`config.mk`:
```
export PLATFORM = sky130hd
export DESIGN_NAME = vc_cleaner
export DESIGN_NICKNAME = d
export VERILOG_FILES = /design/src/rtl/vc_cleaner.sv
export SDC_FILE = /design/constraint.sdc
export NUM_CORES = 1
export LEC_CHECK = 0
export ABC_CLOCK_PERIOD_IN_PS = 1800
export CORE_AREA = 2 2 39 41
export DETAILED_ROUTE_END_ITERATION = 6
export DIE_AREA = 0 0 41 43
export GPL_ROUTABILITY_DRIVEN = 0
export PLACE_DENSITY = 0.61
export SETUP_SLACK_MARGIN = 0.05
export SLEW_MARGIN = 10
export SYNTH_ARGS = -nofsm -noshare
export SYNTH_HDL_FRONTEND = slang
export SYNTH_SLANG_ARGS = --single-unit
```
`constraint.sdc`:
```
create_clock -name clk -period 1.8 [get_ports clk]
set_clock_uncertainty 0.05 [all_clocks]
set_input_delay 0.36 -clock clk [delete_from_list [all_inputs] [get_ports clk]]
set_output_delay 0.36 -clock clk [all_outputs]
set_load 0.005 [all_outputs]
```
`src/rtl/vc_cleaner.sv`:
```
// vc_cleaner
// Reduces a raw virtual-channel select vector to a clean one-hot (or all-zero) vector.
// The lowest-index set bit wins. All outputs are registered, so latency is one clock.
//
// Ports:
//   clk    system clock, rising-edge active
//   rst_n  asynchronous active-low reset
//   in1    raw VC vector; bit i high means VC i is requested or flagged
//   out1   registered cleaned vector, one-hot or all-zero
//   multi  registered flag: the sampled in1 had two or more bits set
//   none   registered flag: the sampled in1 was all-zero
module vc_cleaner #(
    parameter int unsigned VC_NUM = 8
) (
    input  logic              clk,
    input  logic              rst_n,
    input  logic [VC_NUM-1:0] in1,
    output logic [VC_NUM-1:0] out1,
    output logic              multi,
    output logic              none
);

    logic [VC_NUM-1:0] out1_d;
    logic              multi_d;
    logic              none_d;
    logic              seen;

    // Priority chain from bit 0 upward. 'seen' records that some lower bit was
    // already set: the first set bit is kept, and any later set bit means the
    // input had at least two bits set.
    always_comb begin
        out1_d  = '0;
        multi_d = 1'b0;
        seen    = 1'b0;
        for (int k = 0; k < int'(VC_NUM); k++) begin
            if (in1[k]) begin
                if (seen) begin
                    multi_d = 1'b1;
                end else begin
                    out1_d[k] = 1'b1;
                end
                seen = 1'b1;
            end
        end
        none_d = ~seen;
    end

    always_ff @(posedge clk or negedge rst_n) begin
        if (!rst_n) begin
            out1  <= '0;
            multi <= 1'b0;
            none  <= 1'b1;
        end else begin
            out1  <= out1_d;
            multi <= multi_d;
            none  <= none_d;
        end
    end

endmodule

```
==> metrics.md <==
| Metric | Value |
|---|---|
| Fin util | `0.493` |
| Setup TNS | `0 ns` |
| Worst Path Buf+Inv | `1` |
| Post-synthesis cell count | `30` |
| Clock transition at path regs | `0.06 ns` |
| Post-DRT Antenna Nets | `0` |
| Cells along the critical path | `clkdlybuf4s50_1` |
| GRT Total Usage | `0.123` |
| Commonest non-fill, non-tap cells in the layout | `clkdlybuf4s50_1, dfrtp_1, buf_4` |
| Critical Path RT | `between 1 and 1.5 ns` |
| Num rows | `14` |
| Post-synth EDFFs | `0` |
| Register area share after synthesis | `0.632` |
| MaxCap Viol Count | `0` |
| Initial antenna violation count | `0` |
| Syn avg cell area | `13.3 um^2` |
| GR Overflow Total | `0` |
| Root Buffer | `clkbuf_4` |
| Die Wd | `41 um` |
| Ys flop type | `dfrtp_1` |
| Initial Util | `0.288` |
| Tmin final | `1.67 ns` |
| Cell area after synthesis | `just under 400 um^2` |
| Die area | `around 0.0018 mm^2` |
| Synth top area share | `0.566` |
| Hold_buf cts | `0` |
| Hold Path Class | `in2async` |
| Vias in the first global route | `326` |
| Static Leak | `~0.00029 uW` |
| Power Density | `~720 mW/mm^2` |
| Vias | `roughly 340` |
| Layout cells sized above 1 | `0.207` |
| Hold Vio Cnt, Final | `0` |
| Worst Path Max Fanout | `1` |
| Status | `completed` |
| Number of vias per cell | `approximately 4.5` |
| Largest delay share family, worst path | `flip-flops` |
| Synthesized Nets | `40` |
| Largest net degree at the start of global routing | `11` |
| Final wirelength | `between 700 and 800 um` |
| Final slew viol count | `0` |
| Pwr Total | `just under 500 uW` |
| Max incr delay on CP | `~0.5 ns` |
| YS warnings | `0` |
| CTS tree | `done` |
| Die Y | `around 43 um` |
| CP max-delay cell | `dfstp_2` |
| Filler Cell Count | `around 150` |
| Port Buf Inserts | `19` |
| Number of synthesized register bits | `10` |
| Core area | `0.00138 mm^2` |
| Relative slew slack | `0.736` |
| Cts bufs inserted | `3` |
| First-pass GRT wire length | `between 1000 and 1500 um` |
| RSZ-0062 raised after global routing | `no` |
| Max Buffers Root-to-Sink | `2` |
| Synth async-reset ratio | `1.00` |
| Postcts setup bufs | `0` |
| Crit Path Category | `reg2out` |
| Max IR drop VDD | `approximately 0.32 mV` |
| Starting DRC count in detailed routing | `3` |
| Num ports | `20` |
| HPWL after DPL | `about 580 um` |
| Area delta synth->final | `71.4%` |
| Fin crit share | `0.926` |
| Setup violators final | `0` |
| Final Net Count | `69` |
| Most common cell after layout, fill and taps aside | `clkdlybuf4s50_1` |
| Synth area leaders | `dfrtp_1, dfstp_2, a211oi_1` |
| Setup crit start kind | `flop` |
| Iteration count of the initial detailed-routing pass | `2` |
| CTS sink cnt | `10` |
| Drt wl/cell | `9.99 um` |
| Resized cells post-CTS | `0` |
| Actual slew at the worst max-slew pin | `between 0.3 and 0.4 ns` |
| Setup crit end kind | `output pin` |
| CTS H-Tree Depth | `1` |
| # diodes | `0` |
| Number of remaining DRC errors | `0` |
| Worst Path Arrival | `~1.3 ns` |
| Peak Freq | `0.600 GHz` |
| Yosys top cell by area | `dfrtp_1` |
| Synth cell types | `17` |
==> worst max-delay path by stage <==
| stage | startpoint | depth (start not counted) | slack, ns | endpoint |
|---|---|---|---|---|
| after floorplan | in1[4] | 3 | 0.48 | multi |
| after global placement | in1[4] | 4 | 0.02 | multi |
| after detailed placement | in1[4] | 4 | -0.01 | multi |
| after CTS | none | 1 | 0.12 | none |
| after global routing | none | 1 | 0.09 | none |
| final | none | 1 | 0.13 | none |
==> power by group <==
part	switching [uW]	internal [uW]
Combinational	25.4	40.2
Clock	72.4	123
Sequential	1.11	230
Total	98.9	393
==> cell type report <==
type / count / area, um^2 / area share
Tap cell: 16 / 20.0 / 0.0294
Multi-Input combinational cell: 20 / 146 / 0.215
Timing Repair Buffer: 24 / 228 / 0.334
Sequential cell: 10 / 251 / 0.369
Clock buffer: 4 / 36.3 / 0.0532
==> registers in the layout, summed over array words and instances (netlist names) <==
name / count
out1: 8
multi: 1
none: 1
==> cells by family (layout without fill, tap and decap cells) <==
group / count (synthesis) / in the layout / share of synthesized area
flops: 10 / 10 / 0.632
fa+ha+maj: 1 / 1 / 0.0252
compound gates: 3 / 3 / 0.0566
simple gates: 16 / 16 / 0.286
buf+inv: 0 / 28 / 0
==> per-stage QoR <==
stage               cell area [um^2]  hold WS (ns)  std cells  setup slack (ns)
floorplan                        398        0.0144         30             0.480
global placement                 646         0.632         70            0.0185
detailed placement               646         0.631         70          -0.00956
CTS                              682         0.344         74             0.120
global route                     682         0.377         74            0.0926
finish                           682         0.336         74             0.134
==> routing by layer <==
metal  track usage  part of all wire  up-vias
met5             0                 0        -
met4         0.140             0.020        0
met3        0.0524             0.093        2
met2         0.166              0.50       18
met1         0.124              0.38      144
li1              -                 -      171
==> synth_stat cells, types with 2 or more instances <==
master / n
dfrtp_1: 9
nor2_1: 3
nor4_1: 2
nor3_1: 2
a211oi_1: 2
Power figures use the tool's default switching activity.
